### src/rtl/inst_fetch_queue.sv
// Instruction fetch queue: credit-limited in-order memory reads feeding a decode-side FIFO.
// Optional INST_FETCHQ_BYPASS_EN forwards a kept response straight to out_* when the queue is empty.
module inst_fetch_queue #(
  parameter int unsigned DEPTH     = 4,
  parameter int unsigned MAX_OUTST = 2
) (
  input  logic                     clk,
  input  logic                     reset,
  input  logic [31:0]              reset_pc,
  output logic                     mem_req_valid,
  output logic [31:0]              mem_req_addr,
  input  logic                     mem_req_ack,
  input  logic                     mem_rsp_valid,
  input  logic [31:0]              mem_rsp_data,
  input  logic                     redirect_valid,
  input  logic [31:0]              redirect_pc,
  output logic                     out_valid,
  output logic [31:0]              out_pc,
  output logic [31:0]              out_instr,
  input  logic                     out_ready,
  output logic [$clog2(DEPTH):0]   occupancy
);

  localparam int unsigned PW = $clog2(DEPTH);
  localparam int unsigned CW = $clog2(DEPTH) + 1;
  localparam int unsigned TW = (MAX_OUTST > 1) ? $clog2(MAX_OUTST) : 1;
  localparam int unsigned OW = $clog2(MAX_OUTST + 1);

  logic [31:0]   fetch_pc_q, fetch_pc_d;
  logic [CW-1:0] count_q, count_d;
  logic [PW-1:0] rd_ptr_q, rd_ptr_d, wr_ptr_q, wr_ptr_d;
  logic [OW-1:0] outst_q, outst_d, drop_q, drop_d;
  logic [TW-1:0] tag_rd_q, tag_rd_d, tag_wr_q, tag_wr_d;
  logic          run_q;
  logic [31:0]   tag_q   [MAX_OUTST];
  logic [31:0]   pc_q    [DEPTH];
  logic [31:0]   instr_q [DEPTH];

  logic credit_ok, req_fire, rsp_fire, rsp_keep, push, pop;

  function automatic logic [TW-1:0] tag_inc(input logic [TW-1:0] p);
    return (32'(p) == MAX_OUTST - 1) ? '0 : p + TW'(1);
  endfunction

  // Credits depend only on registered state, so responses never reach mem_req_valid.
  assign credit_ok     = (32'(count_q) + 32'(outst_q) < DEPTH) && (32'(outst_q) < MAX_OUTST);
  assign mem_req_valid = run_q && !reset && !redirect_valid && credit_ok;
  assign mem_req_addr  = fetch_pc_q;
  assign req_fire      = mem_req_valid && mem_req_ack;
  assign rsp_fire      = mem_rsp_valid && (outst_q != '0);
  assign rsp_keep      = rsp_fire && (drop_q == '0) && !redirect_valid;
  assign occupancy     = count_q;

`ifdef INST_FETCHQ_BYPASS_EN
  logic bypass;
  assign bypass    = rsp_keep && (count_q == '0);
  assign out_valid = ((count_q != '0) || bypass) && !redirect_valid;
  assign out_pc    = bypass ? tag_q[tag_rd_q] : pc_q[rd_ptr_q];
  assign out_instr = bypass ? mem_rsp_data : instr_q[rd_ptr_q];
  assign push      = rsp_keep && !(bypass && out_ready);
  assign pop       = out_valid && out_ready && !bypass;
`else
  assign out_valid = (count_q != '0) && !redirect_valid;
  assign out_pc    = pc_q[rd_ptr_q];
  assign out_instr = instr_q[rd_ptr_q];
  assign push      = rsp_keep;
  assign pop       = out_valid && out_ready;
`endif

  always_comb begin
    fetch_pc_d = fetch_pc_q;
    count_d    = count_q;
    rd_ptr_d   = rd_ptr_q;
    drop_d     = drop_q;
    wr_ptr_d   = push ? wr_ptr_q + PW'(1) : wr_ptr_q;
    outst_d    = outst_q + OW'(req_fire) - OW'(rsp_fire);
    tag_wr_d   = req_fire ? tag_inc(tag_wr_q) : tag_wr_q;
    tag_rd_d   = rsp_fire ? tag_inc(tag_rd_q) : tag_rd_q;
    if (redirect_valid) begin
      // Every read still in flight after this edge belongs to the old path.
      fetch_pc_d = redirect_pc;
      count_d    = '0;
      rd_ptr_d   = wr_ptr_q;
      drop_d     = outst_q + OW'(req_fire) - OW'(rsp_fire);
    end else begin
      if (req_fire) fetch_pc_d = fetch_pc_q + 32'd4;
      count_d = count_q + CW'(push) - CW'(pop);
      if (pop) rd_ptr_d = rd_ptr_q + PW'(1);
      if (rsp_fire && (drop_q != '0)) drop_d = drop_q - OW'(1);
    end
  end

  always_ff @(posedge clk) begin
    if (reset) begin
      fetch_pc_q <= reset_pc;
      count_q    <= '0;
      rd_ptr_q   <= '0;
      wr_ptr_q   <= '0;
      outst_q    <= '0;
      drop_q     <= '0;
      tag_rd_q   <= '0;
      tag_wr_q   <= '0;
      run_q      <= 1'b0;
      for (int i = 0; i < int'(MAX_OUTST); i++) tag_q[i] <= '0;
      for (int i = 0; i < int'(DEPTH); i++) begin
        pc_q[i]    <= '0;
        instr_q[i] <= '0;
      end
    end else begin
      fetch_pc_q <= fetch_pc_d;
      count_q    <= count_d;
      rd_ptr_q   <= rd_ptr_d;
      wr_ptr_q   <= wr_ptr_d;
      outst_q    <= outst_d;
      drop_q     <= drop_d;
      tag_rd_q   <= tag_rd_d;
      tag_wr_q   <= tag_wr_d;
      run_q      <= 1'b1;
      if (req_fire) tag_q[tag_wr_q] <= fetch_pc_q;
      if (push) begin
        pc_q[wr_ptr_q]    <= tag_q[tag_rd_q];
        instr_q[wr_ptr_q] <= mem_rsp_data;
      end
    end
  end

endmodule

### config.mk
export PLATFORM = sky130hd
export DESIGN_NAME = inst_fetch_queue
export DESIGN_NICKNAME = d
export VERILOG_FILES = /design/src/rtl/inst_fetch_queue.sv
export SDC_FILE = /design/constraint.sdc
export NUM_CORES = 1
export LEC_CHECK = 0
export CAP_MARGIN = 15
export CELL_PAD_IN_SITES_DETAIL_PLACEMENT = 2
export CELL_PAD_IN_SITES_GLOBAL_PLACEMENT = 2
export CORE_MARGIN = 2
export CORE_UTILIZATION = 39
export CTS_CLUSTER_SIZE = 10
export DETAILED_ROUTE_END_ITERATION = 7
export GPL_TIMING_DRIVEN = 0
export PLACE_DENSITY = 0.87
export SLEW_MARGIN = 20
export SYNTH_ARGS = -nofsm -noshare
export SYNTH_HDL_FRONTEND = slang
export SYNTH_SLANG_ARGS = --single-unit
### constraint.sdc
create_clock -name clk -period 9.3 [get_ports clk]
set_input_delay 1.86 -clock clk [delete_from_list [all_inputs] [get_ports clk]]
set_output_delay 1.86 -clock clk [all_outputs]
set_load 0.01 [all_outputs]
==> metrics.yaml, run 1 <==
logic_synthesis:
  synth_edf_count: 352
  yosys.area.top_type: "edfxtp_1"
  yosysMostFrequentCell: "edfxtp_1"
  syn-num-nets: 1234
  async_flop_share_pct: 0
  yosys.cell_types.count: 48
  ys_top_cells_by_area: "edfxtp_1 66%, mux4_2 8.9%, nor2_1 4.6%, and2_1 3.8%, mux2i_1 2.4%"
  yosys_warnings: 0
  seq_area_frac_synth_pct: 67.6
  synth_top_family_by_area: "simple AND/OR/NAND/NOR gates"
  synthCells: 1124
  netlist_area_mm2: 0.0161
  yosys.area_share.simple_pct: 12.7
  synthFlopType: "edfxtp_1"
  synth_top_area_share_pct: 65.5
  syn_avg_cell_area_um2: 14.4
  post_synth_xor_area_fraction_pct: 1.79
  synth_compound_area_share_pct: 2.74
  synthMuxAreaShare_pct: 11.4
  yosys_register_bits: 369
  synth_common_cells: "352 x edfxtp_1, 199 x nor2_1, 97 x and2_1, 64 x mux4_2, 54 x nand2_1"
  synth-adder-area-share_pct: 0.667
cts:
  clock_latency_ns: 0.57
  cts_inserted_buffers: 43
  post_cts_buffers: 0
  clkTransAtPathRegs_ns: 0.06
  cts.path.max_buffers: 3
  root_buffer: "clkbuf_16"
  cts_hold_buffers: 0
  post_cts_resized: 0
  cts_tree: "done"
  clock-sinks: 369
  ctsHtreeMaxLevel: 2
critical_path:
  path_max_fanout: 9
  cp-startpoint: "reset"
  critPathKind: "in2out"
  cp_common_cell: "clkdlybuf4s50_1"
  arrival_ns: 3.76
  path_cells: "clkdlybuf4s50_1 > nor2_4 > clkinv_8 > a311oi_4 > clkdlybuf4s50_1"
  startpoint_type: "primary input"
  critPathSlowestCell: "clkdlybuf4s50_1"
  end_kind: "primary output"
  crit_buf_inv: 3
  r2r_start: "outst_q[1]$_SDFF_PP0_"
  critical_path.top_delay_family: "buffers and inverters"
  slowest_delay_ns: 0.65
  required_ns: 7.44
sta:
  drv_slew: 0
  finClkSkew_ns: 0.0182
  finalHoldViolCount: 0
  fin_crit_ns: 5.62
  period_share_pct: 60.4
  hold_slack_ns: 0.555
  grt_setup_unrepaired: "false"
  finalSetupViolCount: 0
  max_freq_mhz: 178
  slew_headroom_pct: 27.2
  tightest_slew_ns: 1.09
  setup_ws_ns: 3.68
drt:
  drtAntennaViolNets: 0
  drt_iter0_drc: 602
  drt_wl_total_um: 51100
  wl_per_cell_um: 26.4
  met3WireLength_um: 2490
  vias_per_cell: 5.45
  met1_length_um: 20500
  route.vias.total: 10500
  highest_layer: "met4"
  met2_length_um: 27100
  drtPass1Iterations: 5
  drc: 0
global_route:
  grt-ovfl-total: 0
  grt_pass1_wl_um: 77700
  grt_pass1_vias: 12000
  antenna_found_initial: 0
  grt_max_degree: 45
  grt_usage_pct: 24.0
place:
  io_buffers: 201
  place_ws_ns: 3.72
  postPlaceCellArea_mm2: 0.0191
  hpwlAfterDp_um: 35500
  gp_congestion: 0.767
cells_and_area:
  seq_area_mm2: 0.0109
  area_growth_pct: 26.2
  fin_nets: 1491
  postLayoutCellArea_mm2: 0.0204
  diodes: 0
  drive_above_1_share_pct: 11.2
  multi_input_area_mm2: 0.00478
  nFillCells: 3808
floorplanning:
  row_count: 74
  boundaryPins: 203
  core_mm2: 0.0408
  die_h_um: 207
  dieArea_mm2: 0.0430
  die_x_um: 207
  initial_core_util_pct: 39.5
power:
  leakage_nw: 7.23
  power_w: 0.00418
  power_density_mw_per_mm2: 205
  ir_worst_vdd_mv: 0.112
job:
  drv_cap: 0
hold_path:
  min-delay-path-class: "reg2reg"
  hp-start: "tag_rd_q$_SDFFE_PP0N_"
outcome:
  status: "finished, final reports clean"
## flip-flops by register name, indices dropped and copies added, names as in the netlist, named ones only
signal / count
drop_q: 2
instr_q: 128
mem_req_addr: 32
occupancy: 3
outst_q: 2
pc_q: 128
rd_ptr_q: 2
run_q: 1
tag_q: 64
tag_rd_q: 1
tag_wr_q: 1
wr_ptr_q: 2
## report_power, final
group	switching, W	total, W	internal [W]
Combinational	0.000359	0.000643	0.000284
Clock	0.000665	0.00153	0.000866
Sequential	0.0000714	0.00200	0.00193
Total	0.00110	0.00418	0.00308
## layer usage
metal / vias up / track usage (%)
met5: - / 0
met4: 0 / 5.99
met3: 62 / 3.71
met2: 336 / 43.9
met1: 5536 / 29.7
li1: 4606 / -
## worst min-delay path: cells and delay by family, from the launching register on
family        cells  cell delay, ns
xor+xnor          1            0.10
flops             1            0.33
simple gates      1            0.09
## final timing paths
kind / depth (start not counted) / slack [ns] / end
hold / removal: 2 / 0.56 / tag_rd_q$_SDFFE_PP0N_
hold reg to reg: 2 / 0.56 / tag_rd_q$_SDFFE_PP0N_
setup / recovery: 5 / 3.68 / mem_req_valid
setup reg to reg: 7 / 6.01 / instr_q[1][16]$_SDFFCE_PN0P_
## cell usage in the layout, fill, tap and decap left out, types with 20 or more instances in the layout
master / Yosys / routed
nor3_1: 20 / 20
edfxtp_1: 352 / 352
nor2_1: 199 / 199
mux2i_1: 38 / 38
and2_1: 97 / 97
mux4_2: 64 / 64
inv_1: 44 / 44
clkbuf_1: 42 / 61
clkdlybuf4s50_1: 0 / 201
nand2_1: 54 / 51
clkbuf_16: 0 / 44
## area by class of cell
class                           instances  share of cell area (%)
Clock inverter                          4                   0.172
Tap cell                              532                    3.27
Clock buffer                           63                    5.76
Multi-Input combinational cell        642                    23.5
Inverter                               45                   0.891
Timing Repair Buffer                  212                    11.3
Buffer                                 68                    1.54
Sequential cell                       369                    53.6
## per-stage QoR
step	TNS, ns	instances	util [%]
2_1_floorplan	0	1124	-
3_3_place_gp	-294.88	1857	46.1
3_5_place_dp	0	1868	46.9
4_1_cts	0	1935	49.8
5_1_grt	0	1935	49.8
6_report	0	1935	49.8
## cells by family (layout without fill, tap and decap cells)
group / Yosys count / in the layout
AOI/OAI and AO/OA: 69 / 69
xor gates and xnor gates: 33 / 33
adders and majority gates: 8 / 8
buffers and inverters: 113 / 392
DFF: 369 / 369
muxes: 104 / 104
and+or+nand+nor: 428 / 428
No activity file was read; power rests on OpenSTA's default activity.
==> run 2: changes to the inputs <==
Clock period 9.3 ns to 5.8 ns, I/O delays scaled along.
==> run 2 against run 1 <==
Effect of this change: critical path depth fell by 1; highest routed layer unchanged; via count fell by 2.0%; combinational power rose by 59%; sequential share of layout area fell by 0.11 points.
==> metrics.yaml, run 2 (synthesis gave the netlist of run 1 again) <==
sta:
  finClkSkew_ns: 0.0143  # -0.00393 ns
  setup_ws_ns: 1.54  # -2.15 ns
  drv_slew: 0  # unchanged
  fin_crit_ns: 4.26
  finalHoldViolCount: 0  # unchanged
  period_share_pct: 73.5
  max_freq_mhz: 235
  tightest_slew_ns: 0.966  # -0.127 ns
  finalSetupViolCount: 0  # unchanged
  grt_setup_unrepaired: "false"
  slew_headroom_pct: 35.6  # +8.4 points
cts:
  cts.path.max_buffers: 3  # unchanged
  clock_latency_ns: 0.56  # about the same
  cts_hold_buffers: 0  # unchanged
  post_cts_buffers: 0  # unchanged
  clock-sinks: 369  # unchanged
  post_cts_resized: 0  # unchanged
  cts_tree: "done"
  root_buffer: "clkbuf_16"
  ctsHtreeMaxLevel: 2  # unchanged
  clkTransAtPathRegs_ns: 0.06  # about the same
  cts_inserted_buffers: 44  # +2.3%
cells_and_area:
  layout_commonest_cell: "edfxtp_1"
  drive_above_1_share_pct: 11.2  # +0.055 points
  final_util_pct: 49.9  # +0.10 points
  nFillCells: 3816  # +0.21%
  largestRegisters: "instr_q (128), pc_q (128), tag_q (64)"
  area_growth_pct: 26.4
  instances_no_fill: 1938  # +0.16%
  final_cell_mix: "352 x edfxtp_1, 201 x clkdlybuf4s50_1, 199 x nor2_1"
  fin_nets: 1493  # +0.13%
critical_path:
  startpoint_type: "flip-flop"
  path_max_fanout: 10  # +1
  r2r_setup_slack_ns: 2.64  # -3.37 ns
  arrival_ns: 3.10  # -0.66 ns
  critPathKind: "reg2out"
  end_kind: "primary output"
  required_ns: 4.64  # -2.80 ns
floorplanning:
  boundaryPins: 203  # unchanged
  core_mm2: 0.0408  # unchanged
  row_count: 74  # unchanged
  die_h_um: 207  # unchanged
  initial_core_util_pct: 39.5  # unchanged
  die_x_um: 207  # unchanged
  dieArea_mm2: 0.0430  # unchanged
drt:
  drt_iter0_drc: 532  # -12%
  drt_wl_total_um: 49200  # -3.6%
  drtPass1Iterations: 5  # unchanged
  drc: 0  # unchanged
  vias_per_cell: 5.33  # -2.2%
  drtAntennaViolNets: 0  # unchanged
  route.vias.total: 10300  # -2.0%
  wl_per_cell_um: 25.4  # -3.7%
global_route:
  grt_usage_pct: 23.1  # -0.88 points
  antenna_found_initial: 0  # unchanged
  grt_max_degree: 45  # unchanged
  grt-ovfl-total: 0  # unchanged
  grt_pass1_wl_um: 75200  # -3.3%
  grt_pass1_vias: 11900  # -0.71%
power:
  leakage_nw: 7.24  # +0.22%
  power_density_mw_per_mm2: 329  # +60%
  ir_worst_vdd_mv: 0.182  # +62%
place:
  dp.cells: 1869  # +0.054%
  io_buffers: 201  # unchanged
  place_ws_ns: 1.37  # -2.35 ns
  hpwlAfterDp_um: 34000  # -4.2%
  gp_congestion: 0.755  # -1.6%
outcome:
  status: "finished, final reports clean"
job:
  drv_cap: 0  # unchanged
hold_path:
  min-delay-path-class: "reg2reg"
## run 2: changes by cell type in the layout (fill, tap and decap cells not counted), sizes merged
cell | previous run | this run
inv | 45 | 44
buf | 37 | 38
clkbuf | 105 | 106
diode | 0 | 1
clkinvlp | 0 | 1
## run 2: layer usage
layer / up-vias / routed length, um / global-route usage (%)
met5: - / 0 / 0
met4: 0 / 1130 / 6.67
met3: 71 / 2330 / 4.30
met2: 309 / 26100 / 41.8
met1: 5331 / 19700 / 28.1
li1: 4617 / - / -
## run 2: worst paths after layout
path | endpoint | cells past startpoint | from
min reg2reg | flip-flop | 2 | tag_rd_q$_SDFFE_PP0N_
max | out_instr[8] | 4 | flip-flop
min | flip-flop | 2 | tag_rd_q$_SDFFE_PP0N_
max reg2reg | instr_q[1][23]$_SDFFCE_PN0P_ | 7 | outst_q[1]$_SDFF_PP0_
## run 2: metrics by stage
stage	hold WS, ns	total power [W]	cell area (um^2)	TNS (ns)
after detailed placement	0.583	0.00428	19200	0
after floorplan	0.481	0.00375	16100	0
after global placement	0.496	0.00420	18800	-332.34
after global routing	0.641	0.00694	20400	0
after CTS	0.614	0.00677	20400	0
final	0.616	0.00671	20400	0
## run 2: critical path: stages, from the launching register on
cell	delay, ns
dfxtp_1	0.32
clkbuf_1	0.60
buf_2	0.50
mux4_2	0.62
clkdlybuf4s50_1	0.50
## run 2: where the power goes
part | internal (W) | switching (W) | total [W]
combinational | 0.000456 | 0.000566 | 0.00102
clock | 0.00142 | 0.00105 | 0.00248
sequential | 0.00310 | 0.000109 | 0.00321
total | 0.00498 | 0.00173 | 0.00671
## run 2: area by class of cell
cell class              count  area [um^2]  area share (%)
clock buffers              64         1210            5.92
flip-flops and latches    369        10900            53.5
repair buffers            213         2310            11.3
well taps                 532          666            3.26
plain buffers              68          313            1.53
multi-input cells         642         4780            23.4
diodes                      1         2.50          0.0123
inverters                  45          181           0.890
clock inverters             4         20.0          0.0982
